$ cat config.mk
export PLATFORM = sky130hd
export DESIGN_NAME = match_arbiter
export DESIGN_NICKNAME = d
export VERILOG_FILES = /design/src/rtl/match_arbiter.sv
export SDC_FILE = /design/constraint.sdc
export NUM_CORES = 1
export LEC_CHECK = 0
export CORE_MARGIN = 2
export CORE_UTILIZATION = 35
export CTS_CLUSTER_DIAMETER = 60
export DETAILED_ROUTE_END_ITERATION = 8
export HOLD_SLACK_MARGIN = 0.03
export PLACE_DENSITY = 0.65
export SLEW_MARGIN = 20
export SYNTH_ARGS = -nofsm -noshare
export SYNTH_HDL_FRONTEND = slang
export SYNTH_SLANG_ARGS = --single-unit
$ cat constraint.sdc
create_clock -name clk -period 7.61 [get_ports clk]
set_input_delay 1.522 -clock clk [delete_from_list [all_inputs] [get_ports clk]]
set_output_delay 1.522 -clock clk [all_outputs]
set_load 0.02 [all_outputs]
$ cat src/rtl/match_arbiter.sv
// Round-robin arbiter that collects tracklet candidates over a fixed event window
// and emits the minimum-residual candidate for each run of equal tracklet ids.
module match_arbiter #(
  parameter int NREQ       = 4,
  parameter int ID_W       = 7,
  parameter int RES_W      = 10,
  parameter int MAX_CYCLES = 108
) (
  input  logic                  clk,
  input  logic                  reset,
  input  logic                  start,
  input  logic [NREQ-1:0]       req,
  input  logic [NREQ*ID_W-1:0]  req_id,
  input  logic [NREQ*RES_W-1:0] req_res,
  output logic [NREQ-1:0]       grant,
  output logic                  match_valid,
  output logic [ID_W-1:0]       match_id,
  output logic [RES_W-1:0]      match_res,
  output logic [1:0]            match_src,
  output logic                  busy,
  output logic                  done
);

  localparam int PTR_W = (NREQ > 1) ? $clog2(NREQ) : 1;
  localparam int CNT_W = $clog2(MAX_CYCLES + 1);

  localparam logic [1:0] S_IDLE  = 2'd0;
  localparam logic [1:0] S_RUN   = 2'd1;
  localparam logic [1:0] S_FLUSH = 2'd2;
  localparam logic [1:0] S_DONE  = 2'd3;

  function automatic logic res_better(input logic [RES_W-1:0] a, input logic [RES_W-1:0] b);
    return a < b;
  endfunction

  logic [1:0]       state;
  logic [PTR_W-1:0] ptr;
  logic [CNT_W-1:0] cnt;

  logic             gnt_any;
  logic [PTR_W-1:0] gnt_idx;
  logic [PTR_W-1:0] ptr_nxt;
  logic [ID_W-1:0]  cand_id;
  logic [RES_W-1:0] cand_res;
  logic             cnt_last;

  logic             vld_p0;
  logic [ID_W-1:0]  id_p0;
  logic [RES_W-1:0] res_p0;
  logic [PTR_W-1:0] src_p0;

  logic             vld_p1;
  logic [ID_W-1:0]  id_p1;
  logic [RES_W-1:0] res_p1;
  logic [PTR_W-1:0] src_p1;

  logic             held_same;
  logic             load_p0;
  logic             emit;

  // Arbitration: first requesting lane at or after the pointer, wrapping.
  always_comb begin
    int j;
    j       = 0;
    gnt_any = 1'b0;
    gnt_idx = '0;
    grant   = '0;
    if (state == S_RUN) begin
      for (int i = 0; i < NREQ; i++) begin
        j = (int'(ptr) + i) % NREQ;
        if (!gnt_any && req[j]) begin
          gnt_any  = 1'b1;
          gnt_idx  = j[PTR_W-1:0];
          grant[j] = 1'b1;
        end
      end
    end
  end

  assign ptr_nxt  = (gnt_idx == PTR_W'(NREQ - 1)) ? '0 : gnt_idx + 1'b1;
  assign cand_id  = req_id[gnt_idx*ID_W +: ID_W];
  assign cand_res = req_res[gnt_idx*RES_W +: RES_W];
  assign cnt_last = (cnt == CNT_W'(MAX_CYCLES - 1));

  // A new id flushes the held candidate; an equal id only wins on a strictly smaller residual.
  assign held_same = vld_p0 && (id_p0 == cand_id);
  assign load_p0   = gnt_any && (!held_same || res_better(cand_res, res_p0));
  assign emit      = (gnt_any && vld_p0 && !held_same) || (state == S_FLUSH && vld_p0);

  assign busy = (state != S_IDLE);

  always_ff @(posedge clk or posedge reset) begin
    if (reset) begin
      state       <= S_IDLE;
      ptr         <= '0;
      cnt         <= '0;
      vld_p0      <= 1'b0;
      vld_p1      <= 1'b0;
      match_valid <= 1'b0;
      match_id    <= '0;
      match_res   <= '0;
      match_src   <= '0;
      done        <= 1'b0;
    end else begin
      vld_p1      <= emit;
      match_valid <= vld_p1;
      done        <= 1'b0;
      if (vld_p1) begin
        match_id  <= id_p1;
        match_res <= res_p1;
        match_src <= 2'(src_p1);
      end
      case (state)
        S_IDLE: begin
          if (start) begin
            state  <= S_RUN;
            cnt    <= '0;
            ptr    <= '0;
            vld_p0 <= 1'b0;
          end
        end
        S_RUN: begin
          cnt <= cnt + 1'b1;
          if (gnt_any) begin
            ptr    <= ptr_nxt;
            vld_p0 <= 1'b1;
          end
          if (cnt_last) state <= S_FLUSH;
        end
        S_FLUSH: begin
          vld_p0 <= 1'b0;
          done   <= 1'b1;
          state  <= S_DONE;
        end
        S_DONE: begin
          if (start) begin
            state  <= S_RUN;
            cnt    <= '0;
            ptr    <= '0;
            vld_p0 <= 1'b0;
          end else begin
            state  <= S_IDLE;
          end
        end
        default: state <= S_IDLE;
      endcase
    end
  end

  // Held-candidate (p0) and pending-emission (p1) payloads; qualified by vld_p0 / vld_p1.
  always_ff @(posedge clk) begin
    if (load_p0) begin
      id_p0  <= cand_id;
      res_p0 <= cand_res;
      src_p0 <= gnt_idx;
    end
    if (emit) begin
      id_p1  <= id_p0;
      res_p1 <= res_p0;
      src_p1 <= src_p0;
    end
  end

endmodule

==> reports/metrics.cfg, run 1 <==
[run_status]
violations=DRC
status=finished, violations left

[sta]
setup_slack_ns=0.696
hold_viol=0
setup_viol=0
rsz0062_at_grt=false
clock.fmax_ghz=0.145
post-route-min-period_ns=6.91
tns_ns=0
fin_hold_ws_ns=0.419
tightest_slew_ns=1.04
skew_ns=0.00887
finalCritPeriodShare=0.909
slew_viol_final=0
relSlewSlack=0.308

[yosys]
yosysTopAreaCell=edfxtp_1
synth.top_cells.by_count=46 x nand2_1, 38 x edfxtp_1, 34 x dfrtp_1, 26 x nor2_1, 24 x inv_1
synthSimpleGateAreaFrac=0.123
synth_area_sq_mm=0.00417
ys_top_cells_by_area=edfxtp_1 27%, dfrtp_1 20%, ha_1 6.9%, mux2_2 5.7%, nand2_1 4.1%
async_reset_ff_frac=0.472
synthAdderAreaFrac=0.0689
yosys_warnings=0
synth_top_family_by_area=compound AO/OA/AOI/OAI gates
syn_nets=482
synth_flop_cell=edfxtp_1
synth_edf_count=38
synthXorXnorAreaFrac=0.0168
synth_mux_area_frac=0.0944
synth.distinct_cells=57
ys_seq_elements=72
syn_area_per_cell_sq_um=10.9
syn-instance-count=384
synth_most_common_cell=nand2_1
yosys.area.top_type_share=0.273
ys_seq_area_frac=0.477
synth_compound_area_frac=0.171

[drt]
drcViolationCount=8
via_per_inst=5.26
first_iter_violations=244
dr_total_vias=3289
drtAntennaViolNets=0
wl_um=10200
detail_route.first_pass.iterations=9
wl_per_cell_um=16.3

[clock_tree]
cts_sinks=72
ctsResizeCount=0
cts_setup_buffers=0
cts_root_buf=clkbuf_16
numCtsBuffers=9
hold_buffers=0
clk_pin_slew_worst_paths_ns=0.06
cts_tree=yes
clk_latency_ns=0.33
cts_buffer_depth=2
htreeDepth=3

[global_routing]
grt_use_total=0.162
antenna_found_initial=0
grt_overflow=0
met2_usage=0.281
grt_pass1_wl_um=16600
grtUsageMet3=0.0284
busiest_layer=met2
use_met1=0.201
grt_pass1_vias=3401
grt_max_degree=35

[worst_setup_path]
cp-start-kind=primary input
cp_max_fo=32
crit_type=in2reg
cp_data_arrival_time_ns=6.86
required_ns=7.56
cp-end-kind=register

[run]
cap_violations=0

[min_path]
worst_hold_path_type=reg2reg

[layout]
final_cells=625
regArea_sq_mm=0.00199
nNetsFinal=575
fill_cells=1055
diodes=0
multi_input_area_sq_mm=0.00200
utilization=0.488
finish.instance_area_sq_mm=0.00562
drive_gt1_frac=0.110
layout-area-overhead-vs-synth_pct=34.5

[power]
power.leakage_nw=2.34
ir_worst_vdd_uv=138
finalPower_mw=2.20
p_per_area_mw_per_mm2=391

[die]
core_area_sq_mm=0.0115
rows=39
dieArea_sq_mm=0.0128
die_h_um=113
die_width_um=113
io-pin-count=101
start_util=0.362

[placed_design]
portBuffers=100
dpl.cell_count=609
hpwl_um=7590
place_worst_setup_slack_ns=0.319
place.gp.congestion=0.806
place_area_sq_mm=0.00529

-- state kept, by name, indices dropped and copies added (netlist names) --
name,cells
res_p1,10
res_p0,10
match_id,7
state,2
match_res,10
match_valid,1
vld_p0,1
vld_p1,1
id_p1,7
cnt,7
match_src,2
src_p1,2
done,1
id_p0,7
src_p0,2
ptr,2
-- final cells by class --
| cell class | instances | share of cell area |
|---|---|---|
| clock buffer | 10 | 0.0408 |
| clock inverter | 6 | 0.0165 |
| inverter | 26 | 0.0176 |
| multi-input combinational | 265 | 0.356 |
| sequential | 72 | 0.355 |
| tap | 143 | 0.0319 |
| timing repair buffer | 103 | 0.182 |
-- cells in the final DEF, fill, tap and decap left out, types with 4 or more instances in the layout --
cell	n
a21oi_1	9
a221oi_1	4
clkdlybuf4s50_1	100
and3_1	10
clkbuf_16	9
edfxtp_1	38
a31oi_1	10
o22ai_1	4
nand2_1	46
a21o_1	4
o21a_1	6
xor2_1	5
mux2_2	21
o211ai_1	4
nor2_1	26
mux2i_1	9
inv_1	24
dfrtp_1	34
nor3_1	6
o211a_1	10
a22oi_1	4
ha_1	23
a211oi_1	12
-- logic make-up after synthesis --
family / Yosys count
AOI/OAI and AO/OA: 92
and+or+nand+nor: 109
DFF: 72
buffers and inverters: 47
muxes: 33
xor gates and xnor gates: 8
adders and majority gates: 23
-- metal layers --
metal	share of wire	routed length, um
met4	0.0040	41
met1	0.43	4430
met2	0.51	5210
met3	0.050	513
met5	0	0
-- critical path, stage by stage --
cell and delay, ns:
clkdlybuf4s50_1 0.77, a21oi_1 0.16, o31a_1 0.45, o21ai_4 0.71
clkinv_2 0.38, nand2_1 0.14, and3_1 0.15, a31oi_1 0.06
ha_1 0.33, a21o_1 0.16, a21o_1 0.16, a21o_1 0.16
a21o_1 0.16, a21oi_1 0.13, nor2_1 0.06, a211oi_1 0.20
o21ai_0 0.18, a311oi_4 0.94
-- path summary, 6_finish.rpt --
| kind | from | to | slack [ns] | depth (start not counted) |
|---|---|---|---|---|
| min in group asynchronous | reset | match_res[3] | 1.60 | 3 |
| worst min register to register | src_p0[0] | src_p1[0] | 0.42 | 0 |
| worst max-delay path | req[1] | res_p0[9] | 0.70 | 18 |
| max in group asynchronous | reset | cnt[3] | 5.68 | 3 |
| worst max register to register | ptr[0] | res_p0[9] | 1.08 | 20 |
| worst min-delay path | src_p0[0] | src_p1[0] | 0.42 | 0 |
-- report_power, final --
group / switching (mW) / internal, mW / leakage (nW)
Sequential: 0.108 / 0.628 / 0.776
Clock: 0.163 / 0.289 / 0.150
Combinational: 0.557 / 0.452 / 1.42
No activity file was read; power rests on OpenSTA's default activity.
==> inputs of run 2 (changes only) <==
Settings changed: CORE_MARGIN 2 to default.
==> reports/metrics.cfg, run 2 (same netlist as run 1, synthesis figures left out) <==
[sta]
hold_viol=0
setup_slack_ns=0.756
finalCritPeriodShare=0.901
tightest_slew_ns=1.02
tns_ns=0
setup_viol=0
slew_viol_final=0
skew_ns=0.00528
post-route-min-period_ns=6.85
clock.fmax_ghz=0.146
rsz0062_at_grt=false
relSlewSlack=0.317

[run]
cap_violations=0

[layout]
regArea_sq_mm=0.00199
finish.instance_area_sq_mm=0.00562
fill_cells=1055
nNetsFinal=575
diodes=0
drive_gt1_frac=0.110
multi_input_area_sq_mm=0.00200
top_regs=match_res: 10 flops, res_p0: 10 flops, res_p1: 10 flops
layout-area-overhead-vs-synth_pct=34.5
layout_common_cells=100 x clkdlybuf4s50_1, 46 x nand2_1, 38 x edfxtp_1, 34 x dfrtp_1, 26 x nor2_1
final_common_cell=clkdlybuf4s50_1

[worst_setup_path]
cp-end-kind=register
cp_data_arrival_time_ns=6.86
required_ns=7.61
cp_max_fo=32
cp-start-kind=primary input
crit_type=in2reg
worstRegToRegCells=21

[run_status]
violations=DRC
status=finished, violations left

[global_routing]
grt_pass1_vias=3314
grt_use_total=0.165
antenna_found_initial=0
grt_pass1_wl_um=16400
grt_overflow=0
grt_max_degree=35

[clock_tree]
clk_pin_slew_worst_paths_ns=0.05
numCtsBuffers=9
ctsResizeCount=0
cts_tree=yes
cts_sinks=72
cts_root_buf=clkbuf_16
hold_buffers=0
clk_latency_ns=0.32
cts_buffer_depth=2
htreeDepth=3
cts_setup_buffers=0

[die]
io-pin-count=101
die_h_um=111
start_util=0.362
die_width_um=111
rows=39
dieArea_sq_mm=0.0124
core_area_sq_mm=0.0115

[power]
ir_worst_vdd_uv=135
power.leakage_nw=2.34
finalPower_mw=2.18
p_per_area_mw_per_mm2=389

[drt]
wl_um=9830
wl_per_cell_um=15.7
detail_route.first_pass.iterations=7
via_per_inst=5.26
dr_total_vias=3286
drtAntennaViolNets=0
drcViolationCount=20
first_iter_violations=262

[placed_design]
portBuffers=100
place_area_sq_mm=0.00529
place_worst_setup_slack_ns=0.487
place.gp.congestion=0.826
hpwl_um=7280

[min_path]
worst_hold_path_type=reg2reg
worstHoldPathCells=0

-- run 2: worst paths after layout --
path	slack, ns	startpoint	end
worst min register to register	0.42	src_p0[1]	src_p1[1]
worst min-delay path	0.42	src_p0[1]	src_p1[1]
max in group asynchronous	5.66	reset	cnt[2]
worst max register to register	1.16	ptr[0]	src_p0[0]
min in group asynchronous	1.61	reset	match_valid
worst max-delay path	0.76	req[1]	src_p0[0]
-- run 2: through the flow --
step / std cells / utilization / hold WS, ns
5_1_grt: 625 / 0.488 / 0.439
4_1_cts: 625 / 0.488 / 0.420
3_3_place_gp: 609 / 0.460 / 0.407
3_5_place_dp: 609 / 0.460 / 0.406
2_1_floorplan: 384 / - / 0.352
6_report: 625 / 0.488 / 0.418
-- run 2: critical path, stage by stage --
cell	delay, ns
clkdlybuf4s50_1	0.77
a21oi_1	0.16
o31a_1	0.45
o21ai_4	0.72
clkinv_2	0.58
nand2_1	0.18
and3_1	0.16
a31oi_1	0.06
ha_1	0.33
a21o_1	0.16
a21o_1	0.16
a21o_1	0.16
a21o_1	0.17
a21oi_1	0.15
nor2_1	0.06
a211oi_1	0.21
o21ai_0	0.20
a311oi_4	0.31
buf_4	0.31
-- run 2: routing by layer --
layer	share of wire	vias up	GRT usage
met1	0.45	1581	0.216
met3	0.049	9	0.0252
met2	0.49	97	0.278
met5	0	-	0
li1	-	1599	-
met4	0.011	0	0.0550
-- run 2: area by class of cell --
type | instances | area share
Sequential cell | 72 | 0.355
Timing Repair Buffer | 103 | 0.182
Clock inverter | 6 | 0.0165
Clock buffer | 10 | 0.0408
Tap cell | 143 | 0.0319
Inverter | 26 | 0.0176
Multi-Input combinational cell | 265 | 0.356
-- run 2: report_power, final --
part	internal, mW	leakage, nW	switching [mW]
clock	0.289	0.149	0.158
sequential	0.627	0.776	0.104
combinational	0.454	1.42	0.551
total	1.37	2.34	0.813
==> inputs of run 3 (changes only) <==
Settings changed: CTS_CLUSTER_DIAMETER 60 to 30.
==> results of run 3 <==
No change in the layout: final DEF, timing and power equal those of run 2.
